[src/rtl/ifetch_pkg.sv]
// ifetch_pkg: fetch FSM encoding and boot PC shared by imem_fetch_ctrl.
// Define IFETCH_LOADER_EN to add the LOAD state for the memory loader.
package ifetch_pkg;

`ifdef IFETCH_LOADER_EN
  typedef enum logic [2:0] {
    BOOT, FETCH, STALL, REDIRECT, LOAD
  } state_t;
`else
  typedef enum logic [2:0] {
    BOOT, FETCH, STALL, REDIRECT
  } state_t;
`endif

  localparam int BOOT_PC = 0;

  function automatic logic is_run(state_t s);
    return (s == FETCH) || (s == STALL);
  endfunction

endpackage

[src/rtl/ifetch_pc.sv]
// ifetch_pc: fetch program counter with redirect load and
// increment that wraps from DEPTH-1 back to 0.
module ifetch_pc
  import ifetch_pkg::*;
#(
  parameter int DEPTH         = 256,
  parameter int ADDRESS_WIDTH = 8
) (
  input  logic                     clk,
  input  logic                     rst_,
  input  logic                     inc,
  input  logic                     set,
  input  logic [ADDRESS_WIDTH-1:0] set_val,
  output logic [ADDRESS_WIDTH-1:0] pc
);

  localparam logic [ADDRESS_WIDTH-1:0] LAST =
    ADDRESS_WIDTH'(DEPTH - 1);
  localparam logic [ADDRESS_WIDTH-1:0] PC0 =
    ADDRESS_WIDTH'(BOOT_PC);
  localparam logic [ADDRESS_WIDTH-1:0] ONE =
    ADDRESS_WIDTH'(1);

  always_ff @(posedge clk or negedge rst_) begin
    if (!rst_) begin
      pc <= PC0;
    end else if (set) begin
      pc <= set_val;
    end else if (inc) begin
      pc <= (pc == LAST) ? '0 : pc + ONE;
    end
  end

endmodule

[src/rtl/imem_fetch_ctrl.sv]
// imem_fetch_ctrl: instruction fetch FSM driving a 1-cycle-latency
// instruction RAM. IFETCH_LOADER_EN enables the LOAD (RAM write) path.
module imem_fetch_ctrl
  import ifetch_pkg::*;
#(
  parameter int DEPTH         = 256,
  parameter int ADDRESS_WIDTH = 8,
  parameter int WIDTH         = 32
) (
  input  logic                     clk,
  input  logic                     rst_,
  input  logic                     stall,
  input  logic                     branch_taken,
  input  logic [ADDRESS_WIDTH-1:0] branch_target,
  input  logic                     flush,
  input  logic                     load_req,
  input  logic [ADDRESS_WIDTH-1:0] load_addr,
  input  logic [WIDTH-1:0]         load_data,
  output logic                     load_ack,
  output logic                     ram_en_,
  output logic                     ram_clr,
  output logic [ADDRESS_WIDTH-1:0] ram_addr,
  output logic                     ram_we,
  output logic [WIDTH-1:0]         ram_wdata,
  output logic [ADDRESS_WIDTH-1:0] pc_d,
  output logic                     instr_valid
);

  localparam logic [ADDRESS_WIDTH-1:0] PC0 =
    ADDRESS_WIDTH'(BOOT_PC);

  state_t                   state;
  logic [ADDRESS_WIDTH-1:0] pc;
  logic [ADDRESS_WIDTH-1:0] pc_val;
  logic                     pc_set;
  logic                     run;
  logic                     redir_ok;
  logic                     fetch_go;
  logic                     ld;
  logic                     in_load;
  logic                     wr;

`ifdef IFETCH_LOADER_EN
  assign ld      = load_req;
  assign in_load = (state == LOAD);
`else
  logic unused_load;
  assign unused_load = ^{load_req, load_addr, load_data};
  assign ld      = 1'b0;
  assign in_load = 1'b0;
`endif

  assign run      = is_run(state);
  assign redir_ok = run || (state == REDIRECT);
  assign wr       = in_load && load_req;

  // Stall gates the read in the same cycle so InstrD stays put.
  assign fetch_go = run && !flush && !branch_taken
                  && !ld && !stall;

  always_comb begin
    pc_set = 1'b0;
    pc_val = branch_target;
    unique case (1'b1)
      in_load: begin
        pc_set = flush || !load_req;
        pc_val = PC0;
      end
      redir_ok: begin
        pc_set = flush || branch_taken;
        pc_val = flush ? PC0 : branch_target;
      end
      default: ;
    endcase
  end

  ifetch_pc #(
    .DEPTH        (DEPTH),
    .ADDRESS_WIDTH(ADDRESS_WIDTH)
  ) u_pc (
    .clk    (clk),
    .rst_   (rst_),
    .inc    (fetch_go),
    .set    (pc_set),
    .set_val(pc_val),
    .pc     (pc)
  );

  // Writes only happen in LOAD, where the read port is disabled.
  assign ram_en_   = !(fetch_go || (state == REDIRECT));
  assign ram_clr   = (state == BOOT) || (state == REDIRECT);
  assign ram_addr  = wr ? load_addr : pc;
  assign ram_we    = wr;
  assign ram_wdata = wr ? load_data : '0;
  assign load_ack  = wr;

  always_ff @(posedge clk or negedge rst_) begin
    if (!rst_) begin
      state       <= BOOT;
      pc_d        <= '0;
      instr_valid <= 1'b0;
    end else begin
      unique case (state)
        BOOT: state <= FETCH;
        FETCH, STALL: begin
          if (flush || branch_taken) begin
            state       <= REDIRECT;
            instr_valid <= 1'b0;
`ifdef IFETCH_LOADER_EN
          end else if (load_req) begin
            state       <= LOAD;
            instr_valid <= 1'b0;
`endif
          end else if (stall) begin
            state <= STALL;
          end else begin
            state       <= FETCH;
            pc_d        <= pc;
            instr_valid <= 1'b1;
          end
        end
        REDIRECT: begin
          state <= (flush || branch_taken) ? REDIRECT : FETCH;
        end
`ifdef IFETCH_LOADER_EN
        LOAD: begin
          if (flush || !load_req) state <= REDIRECT;
        end
`endif
        default: state <= BOOT;
      endcase
    end
  end

endmodule

[config.mk]
export PLATFORM = sky130hd
export DESIGN_NAME = imem_fetch_ctrl
export DESIGN_NICKNAME = d
export VERILOG_FILES = /design/src/rtl/ifetch_pkg.sv /design/src/rtl/ifetch_pc.sv /design/src/rtl/imem_fetch_ctrl.sv
export SDC_FILE = /design/constraint.sdc
export NUM_CORES = 1
export LEC_CHECK = 0
export ABC_CLOCK_PERIOD_IN_PS = 5200
export CAP_MARGIN = 5
export CORE_MARGIN = 8
export CORE_UTILIZATION = 30
export CTS_BUF_LIST = sky130_fd_sc_hd__clkbuf_8 sky130_fd_sc_hd__clkbuf_16
export DETAILED_ROUTE_END_ITERATION = 6
export MAX_ROUTING_LAYER = met4
export PLACE_DENSITY = 0.84
export SYNTH_ARGS = -nofsm -noshare
export SYNTH_HDL_FRONTEND = slang
export SYNTH_SLANG_ARGS = --single-unit
[constraint.sdc]
create_clock -name clk -period 5.2 [get_ports clk]
set_clock_uncertainty 0.05 [all_clocks]
set_input_delay 0.52 -clock clk [delete_from_list [all_inputs] [get_ports clk]]
set_output_delay 0.52 -clock clk [all_outputs]
set_load 0.02 [all_outputs]
==> flow_summary.ini, run 1 <==
[sta]
finalCriticalPeriod_ns = 3.28
maxSlewViolCount = 0
worst_slew_pin_slew_ns = 1.11
unrepaired_setup_endpoints_after_global_routing = no
fmax_mhz = 305
timing_hold_violations_final = 0
setup-tns-final_ns = 0
portion_of_the_clock_cycle_consumed_by_the_worst_path_in_the_final_layout = 0.630
finalSetupViolCount = 0
headroom_to_the_max_slew_limit = 0.258

[floorplan]
number_of_core_rows = 23
overall_die_height_um = 80.3
initial_cell_density_of_the_core = 0.310
fp.dieW_um = 80.3
core_um2 = 4000
die_area_um2 = 6450
ios = 107

[min_path]
whs_path_depth = 2
timing.hold.worst.class = reg -> reg
timing.hold.worst.start = pc_d[5]
hold-path-endpoint = pc_d[5]

[global_route]
grt_remaining_overflow = 0
grt_use_total = 0.0886
grt_pass1_vias = 986
grt_start_max_net_pins = 20
grt_pass1_wl_um = 4500
initial_antenna_violation_count = 0

[run_status]
outcome = finished, final reports clean

[clock_tree]
post_cts_hold_buffer_count = 0
cts_resized = 0
cts-root-to-sink-buffers = 2
cts_max_level = 1
clock_latency_ns = 0.25
cts_tree = built
ctsRootBufferMaster = sky130_fd_sc_hd__clkbuf_8
clkSlewWorstSetupHoldPaths_ns = 0.07
number_of_buffers_created_by_cts = 3
cts.sink_count = 19
cts_setup_buffers = 0

[drt]
detail_route.first_pass.iterations = 5
drc = 0
postRouteAntennaNets = 0
drt_first_iter_violations = 192
routed_wirelength_um = 2950
route.vias.total = 1012
drt-vias-per-instance = 4.48
post_drt_wl_per_cell_um = 13.1

[cells_and_area]
design.final.nets = 234
layout-drive-gt1-share = 0.0455
fin_cells = 226
antenna-diode-count = 0
area_of_combinational_cells_with_multiple_inputs_um2 = 601
final_core_util = 0.378
nFillCells = 410
layout.area.seq_um2 = 475
final_non_filler_cell_area_um2 = 1510
areaGrowthSynthToFinish_pct = 22.0

[place]
placedInstanceArea_um2 = 1470
dpl.cell_count = 222
dpl.hpwl_um = 2310
portBuffers = 31
globalplace.congestion = 0.832

[synth]
synthesis.area_per_instance_um2 = 8.55
main_combinational_cell_family_by_area_after_synthesis = buffers and inverters
asr_flop_ratio_synth = 1.00
complex_gate_fraction_of_the_synthesized_area = 0.135
yosysWarningCount = 0
post_synth_mux_area_share = 0
yosys_register_bits = 19
synth_flop_cell = sky130_fd_sc_hd__dfrtp_1
yosys.area_share.simple = 0.197
synth_enable_flop_cells = 0
ys_seq_area_frac = 0.383
yosys.cell_types.count = 33
yosys.area_share.adder = 0.0303
synthXorXnorAreaFrac = 0.0141
synthesis.instances = 145
synthesis.area_um2 = 1240

[worst_setup_path]
reg2reg_setup_slack_ns = 2.74
critical_path.reg2reg.startpoint = state[0]
worstReg2RegEnd = u_pc.pc[4]
critical-path-max-stage-delay_ns = 1.00
data_arrival_time_of_the_worst_path_ns = 2.71
setup.worst_path.class = in -> out
worst-endpoint-required_ns = 4.63
worstRegToRegCells = 6
path_cells = clkdlybuf4s50_1 > nor4b_2 > nor2_1 > clkdlybuf4s50_1
timing.critical_path.from_type = primary input
critical_path_peak_fanout = 12
crit_path_top_delay_cell = sky130_fd_sc_hd__nor4b_2
crit_path_end_kind = output port
crit_path_frequent_cell = sky130_fd_sc_hd__clkdlybuf4s50_1

[power_and_ir_drop]
power_per_cell_area_nw_per_um2 = 514
cell_internal_pwr_uw = 443
power_leakage_uw = 0.000710
power.net_switching_uw = 334
power.switching_fraction = 0.430
seqPwrFrac = 0.337
power.total_uw = 778
power.share.clock = 0.128
power_frac_comb = 0.535
max-vdd-ir-drop_v = 0.000150

[flow_run]
max_cap_viol_count = 0
==> flip-flops by register name, indices dropped and copies added (netlist names) <==
signal,cells
state,2
instr_valid,1
u_pc.pc,8
pc_d,8
==> cell families after synthesis <==
group,count (synthesis)
compound gates,26
xor+xnor,2
fa+ha+maj,3
buf+inv,42
flops,19
other cells,1
simple gates,52
==> metrics by stage <==
step | hold slack (ns) | worst slack, ns
6_report | 0.423 | 1.92
5_1_grt | 0.466 | 1.81
4_1_cts | 0.430 | 1.92
3_5_place_dp | 0.412 | 1.93
3_3_place_gp | 0.407 | 1.93
2_1_floorplan | 0.174 | 3.26
==> power groups by stage <==
stage | logic [µW] | clock network [µW] | registers, µW
global placement | 408 | 0 | 261
global route | 451 | 107 | 270
finish | 416 | 99.5 | 262
floorplan | 204 | 0 | 316
detailed placement | 418 | 0 | 264
CTS | 420 | 101 | 261
==> worst max-delay path: cells and delay by family <==
kind,cells,cell delay [ns]
buffers and inverters,2,1.10
AND/OR/NAND/NOR,2,1.08
==> placed cells by master, fill, tap and decap left out, types with 2 or more instances in the layout <==
master / instances
sky130_fd_sc_hd__nor2_1: 5
sky130_fd_sc_hd__conb_1: 34
sky130_fd_sc_hd__a211o_1: 2
sky130_fd_sc_hd__nand4_1: 2
sky130_fd_sc_hd__nor3_1: 3
sky130_fd_sc_hd__nand2_1: 32
sky130_fd_sc_hd__xor2_1: 2
sky130_fd_sc_hd__inv_1: 6
sky130_fd_sc_hd__dfrtp_1: 19
sky130_fd_sc_hd__ha_1: 3
sky130_fd_sc_hd__a21oi_1: 11
sky130_fd_sc_hd__nand3_1: 4
sky130_fd_sc_hd__clkdlybuf4s50_1: 31
sky130_fd_sc_hd__o21ai_0: 3
sky130_fd_sc_hd__clkbuf_8: 3
==> layout make-up <==
type	instances	area share
well taps	50	0.0414
multi-input cells	117	0.397
repair buffers	31	0.205
flip-flops and latches	19	0.314
inverters	5	0.0124
clock inverters	1	0.00248
clock buffers	3	0.0273
==> layer usage <==
metal / track usage / up-vias / share of wire
met3: 0.0123 / 4 / 0.090
met5: - / - / 0
met4: 0.0382 / 0 / 0.017
li1: - / 483 / -
met2: 0.146 / 64 / 0.50
met1: 0.105 / 461 / 0.40
==> cells in the mapped netlist (2+ instances only) <==
master                     n  area share
sky130_fd_sc_hd__buf_4    34        0.21
sky130_fd_sc_hd__nand2_1  32       0.097
sky130_fd_sc_hd__dfrtp_1  19        0.38
sky130_fd_sc_hd__a21oi_1  11       0.044
sky130_fd_sc_hd__inv_1     5       0.015
sky130_fd_sc_hd__nor2_1    5       0.015
sky130_fd_sc_hd__nand3_1   4       0.016
sky130_fd_sc_hd__ha_1      3       0.030
sky130_fd_sc_hd__nor3_1    3       0.012
sky130_fd_sc_hd__o21ai_0   3       0.012
sky130_fd_sc_hd__a211o_1   2       0.014
sky130_fd_sc_hd__nand4_1   2       0.010
sky130_fd_sc_hd__xor2_1    2       0.014
==> worst max path at each step <==
| stage | from | endpoint | slack [ns] | cells after the start |
|---|---|---|---|---|
| floorplan | state[0] | ram_en_ | 3.26 | 5 |
| detailed placement | branch_taken | ram_en_ | 1.93 | 4 |
| finish | branch_taken | ram_en_ | 1.92 | 4 |
| CTS | branch_taken | ram_en_ | 1.92 | 4 |
| global placement | flush | ram_en_ | 1.93 | 4 |
| global route | branch_taken | ram_en_ | 1.81 | 4 |
No activity file was read; power rests on OpenSTA's default activity.
==> run 2, diff against run 1 <==
--- a/config.mk
+++ b/config.mk
@@ -5,14 +5,14 @@
 export SDC_FILE = /design/constraint.sdc
 export NUM_CORES = 1
 export LEC_CHECK = 0
-export ABC_CLOCK_PERIOD_IN_PS = 5200
+export ABC_CLOCK_PERIOD_IN_PS = 2900
 export CAP_MARGIN = 5
 export CORE_MARGIN = 8
-export CORE_UTILIZATION = 30
+export CORE_UTILIZATION = 29
 export CTS_BUF_LIST = sky130_fd_sc_hd__clkbuf_8 sky130_fd_sc_hd__clkbuf_16
 export DETAILED_ROUTE_END_ITERATION = 6
 export MAX_ROUTING_LAYER = met4
-export PLACE_DENSITY = 0.84
+export PLACE_DENSITY = 0.85
 export SYNTH_ARGS = -nofsm -noshare
 export SYNTH_HDL_FRONTEND = slang
 export SYNTH_SLANG_ARGS = --single-unit
==> constraint.sdc (replaced) <==
create_clock -name clk -period 2.9 [get_ports clk]
set_clock_uncertainty 0.05 [all_clocks]
set_input_delay 0.29 -clock clk [delete_from_list [all_inputs] [get_ports clk]]
set_output_delay 0.29 -clock clk [all_outputs]
set_load 0.02 [all_outputs]
==> run 2 against run 1 <==
Clock power up 81%. First-iteration DRC count shrank 45%. Critical path depth is 1 higher. Via count up 2.7%. Sequential power up 80%. Hold slack gained 0.0044 ns. Utilization decreased by 0.17 points. Power up 82%. Register-to-register slack worse by 1.9 ns. Count of clock-buffer cells in the layout did not move.
==> flow_summary.ini, run 2 (synthesized netlist as in run 1, its figures left out) <==
[sta]
finalSetupViolCount = 0
setup-tns-final_ns = 0
worst_slew_pin_slew_ns = 0.870
maxSlewViolCount = 0
headroom_to_the_max_slew_limit = 0.418
portion_of_the_clock_cycle_consumed_by_the_worst_path_in_the_final_layout = 0.765
unrepaired_setup_endpoints_after_global_routing = no
timing_hold_violations_final = 0
finalCriticalPeriod_ns = 2.22
fmax_mhz = 451

[drt]
postRouteAntennaNets = 0
detail_route.first_pass.iterations = 4
routed_wirelength_um = 3100
post_drt_wl_per_cell_um = 13.6
route.vias.total = 1039
drt-vias-per-instance = 4.56
drt_first_iter_violations = 105
drc = 0

[power_and_ir_drop]
power.share.clock = 0.127
seqPwrFrac = 0.333
max-vdd-ir-drop_v = 0.000268
power_leakage_uw = 0.000720
power.net_switching_uw = 611
power.total_uw = 1420
power_per_cell_area_nw_per_um2 = 926
power_frac_comb = 0.540
power.switching_fraction = 0.432
cell_internal_pwr_uw = 804

[worst_setup_path]
worst-endpoint-required_ns = 2.56
critical_path.reg2reg.startpoint = state[1]
crit_path_top_delay_cell = sky130_fd_sc_hd__clkdlybuf4s50_1
worstRegToRegCells = 6
worstReg2RegEnd = u_pc.pc[3]
reg2reg_setup_slack_ns = 0.86
data_arrival_time_of_the_worst_path_ns = 1.88
path_cells = inv_1 > ha_1 > nor4b_2 > nor2_1 > clkdlybuf4s50_1
timing.critical_path.from_type = register
setup.worst_path.class = reg -> out
critical-path-max-stage-delay_ns = 0.61
crit_path_end_kind = output port
critical_path_peak_fanout = 4
gate_family_responsible_for_the_most_delay_along_the_worst_path = buffers and inverters
critical_path.n_buffers_inverters = 2

[floorplan]
initial_cell_density_of_the_core = 0.306
ios = 107
fp.dieW_um = 81.4
die_area_um2 = 6620
number_of_core_rows = 23
core_um2 = 4060
overall_die_height_um = 81.4

[min_path]
timing.hold.worst.start = pc_d[0]
hold-path-endpoint = pc_d[0]
timing.hold.worst.class = reg -> reg
whs_path_depth = 2

[global_route]
grt_pass1_vias = 1027
grt_pass1_wl_um = 4720
grt_use_total = 0.0958
grt_remaining_overflow = 0
grt_start_max_net_pins = 20
initial_antenna_violation_count = 0

[cells_and_area]
areaGrowthSynthToFinish_pct = 23.2
antenna-diode-count = 0
nFillCells = 404
area_of_combinational_cells_with_multiple_inputs_um2 = 601
layout-drive-gt1-share = 0.0562
layout_common_cells = 34 x sky130_fd_sc_hd__conb_1, 32 x sky130_fd_sc_hd__nand2_1, 31 x sky130_fd_sc_hd__clkdlybuf4s50_1
final_core_util = 0.377
most_frequent_standard_cell_in_the_layout_excluding_fill_and_tap_cells = sky130_fd_sc_hd__conb_1
top_regs = pc_d: 8 flops, u_pc.pc: 8 flops, state: 2 flops
design.final.nets = 236
fin_cells = 228
layout.area.seq_um2 = 475

[clock_tree]
clock_latency_ns = 0.26
cts-root-to-sink-buffers = 2
cts_resized = 0
cts_tree = built
cts_setup_buffers = 0
clkSlewWorstSetupHoldPaths_ns = 0.07
number_of_buffers_created_by_cts = 3
post_cts_hold_buffer_count = 0
cts.sink_count = 19
ctsRootBufferMaster = sky130_fd_sc_hd__clkbuf_8
cts_max_level = 1

[place]
portBuffers = 31
dpl.hpwl_um = 2410
globalplace.congestion = 0.843
dpl.cell_count = 224

[run_status]
outcome = finished, final reports clean

[flow_run]
max_cap_viol_count = 0
run 2: cell types whose count changed in the layout (fill, tap and decap cells not counted):
| cell | before | now |
|---|---|---|
| sky130_fd_sc_hd__buf_4 | 0 | 2 |
run 2: stage by stage:
step	worst slack, ns	instance area, µm²	hold slack (ns)
global route	0.614	1530	0.458
detailed placement	0.677	1480	0.414
global placement	0.681	1480	0.407
floorplan	1.10	1360	-0.0556
finish	0.682	1530	0.428
CTS	0.670	1530	0.431
run 2: layout make-up:
class	instances	area share
tap	50	0.0409
inverter	5	0.0123
sequential	19	0.311
clock buffer	3	0.0270
clock inverter	1	0.00246
multi-input combinational	117	0.393
timing repair buffer	33	0.213
run 2: power by group through the flow:
stage / Clock (µW) / Combinational, µW / Sequential, µW
after floorplan: 0 / 366 / 567
after global placement: 0 / 743 / 468
after detailed placement: 0 / 764 / 475
after CTS: 189 / 769 / 470
after global routing: 197 / 837 / 489
final: 180 / 765 / 471
run 2: how the worst max path moves through the flow:
stage                         from    endpoint  cells past startpoint
after detailed placement     flush  u_pc.pc[3]                      5
final                     state[0]     ram_en_                      5
after global routing      state[0]     ram_en_                      5
after floorplan           state[0]  u_pc.pc[7]                      7
after CTS                 state[0]     ram_en_                      5
after global placement       flush  u_pc.pc[3]                      5
run 2: metal layers:
layer  GRT usage  wire, µm  vias up
met1       0.104      1160      493
met5           -         0        -
met2       0.154      1560       56
met4      0.0643        87        0
met3      0.0199       293        5
li1            -         -      485
run 2: worst register-to-register path, cell delays in order (launching register included):
cell and delay [ns]:
sky130_fd_sc_hd__dfrtp_1 0.35, sky130_fd_sc_hd__inv_1 0.06, sky130_fd_sc_hd__ha_1 0.32, sky130_fd_sc_hd__or4b_4 0.57, sky130_fd_sc_hd__nand2_1 0.17, sky130_fd_sc_hd__o21ai_0 0.10, sky130_fd_sc_hd__a221o_1 0.30
==> variant (config.mk and constraints of run 2) <==
The 4 states of `state_t` get a one-hot encoding in 4 bits.
--- a/src/rtl/ifetch_pkg.sv
+++ b/src/rtl/ifetch_pkg.sv
@@ -7,8 +7,8 @@
     BOOT, FETCH, STALL, REDIRECT, LOAD
   } state_t;
 `else
-  typedef enum logic [2:0] {
-    BOOT, FETCH, STALL, REDIRECT
+  typedef enum logic [3:0] {
+    BOOT = 4'b0001, FETCH = 4'b0010, STALL = 4'b0100, REDIRECT = 4'b1000
   } state_t;
 `endif
 
Behaviour: no difference found for any inputs over 10 cycles, from zero or initial values and one cycle with rst_ low; not proved beyond that.
==> variant against run 2 <==
Global-route usage decreased by 0.66 points. Sequential share of layout area decreased by 0.68 points. Via count increased by 8.5%. Wire length increased by 12%. Clock power increased by 9%. Cell area increased by 13%. Fmax decreased by 12%. Largest cell class unchanged. Sequential cell count increased by 2. Utilization decreased by 3.1 points. Power increased by 8.3%. Setup slack got worse by 0.30 ns. Hold slack improved by 0.030 ns. Highest routed layer unchanged. Synthesized area increased by 19%. Non-clock buffer count decreased by 1.
==> variant: results (changes against run 2) <==
metric,value,unit,change
status,"complete, no violations",,unchanged
met2_usage,13.4,%,was 15.4%
synthTopCellsByArea,"dfrtp_1, buf_4, mux2_2",,"was dfrtp_1, buf_4, nand2_1"
path_clk_slew,0.08,ns,
seq_power_share,36.0,%,was 33.3%
n_all_inverters,3,,was 5
ys_types,46,,was 33
gp_congestion,0.838,,was 0.843
buffers,32,,was 33
area_delta_synth_final,17.4,%,was 23.2%
drt-met1-wl,1460,um,was 1160 um
hpwlAfterDp,2710,um,was 2410 um
stdcell_count,244,,was 228
crit_path_start,state[3],,was state[0]
vias,1127,,was 1039
cp_top_family,simple AND/OR/NAND/NOR gates,,was buffers and inverters
use_met3,3.68,%,was 1.99%
nMultiInputCombCells,114,,was 117
grt_first_pass_wirelength,5210,um,was 4720 um
p_sw_share,43.0,%,was 43.2%
grt_max_degree,22,,was 20
clkSinkCount,21,,was 19
synth_top_area_share,34.0,%,was 38.3%
nonClkBufAreaFrac,18.4,%,was 21.3%
placed_area,0.00168,mm^2,was 0.00148 mm^2
finalWirelength,3490,um,was 3100 um
relSlewSlack,35.3,%,was 41.8%
min_from,pc_d[3],,was pc_d[0]
slowest_delay,0.56,ns,was 0.61 ns
path_max_fanout,13,,was 4
crit_arrival,2.17,ns,was 1.88 ns
layout-drive-gt1-share,15.5,%,was 5.62%
track_usage,8.93,%,was 9.58%
synth_common_cells,"buf_4, dfrtp_1, mux2_2, nor2_1, nor3_1",,"was buf_4, nand2_1, dfrtp_1"
grt_pass1_vias,1038,,was 1027
route.met3.wl,345,um,was 293 um
clock_power,0.000196,W,was 0.000180 W
ff_latch_area,527,um^2,was 475 um^2
p_leak,0.748,nW,was 0.720 nW
final_nets,230,,was 236
multi_input_area,736,um^2,was 601 um^2
clk_share,2.68,%,was 2.95%
ir_worst_vdd,311,uV,was 268 uV
drt_iter0_markers,68,,was 105
yosysSeqAreaShare,35.7,%,was 38.3%
[variant: cells by family after synthesis]
logic type      Yosys count  share of synthesized area [%]
fa+ha+maj                 1                          0.849
mux                       9                           6.88
xor+xnor                  3                           2.29
other cells               1                          0.254
flops                    21                           35.7
compound gates           27                           14.9
simple gates             40                           16.4
buf+inv                  43                           22.8
[variant: final timing paths]
check                        endpoint  slack, ns  cells after the start
setup / recovery              ram_en_       0.39                      4
hold / removal                pc_d[3]       0.46                      1
setup reg to reg              pc_d[2]       0.95                      4
hold reg to reg               pc_d[3]       0.46                      1
max in group asynchronous  u_pc.pc[3]       1.70                      1
min in group asynchronous    state[2]       0.51                      1
[variant: stage by stage]
step | hold WS, ns | setup slack (ns)
6_report | 0.457 | 0.385
3_3_place_gp | 0.439 | 0.533
4_1_cts | 0.461 | 0.403
3_5_place_dp | 0.443 | 0.518
5_1_grt | 0.467 | 0.319
2_1_floorplan | -0.0556 | 1.20
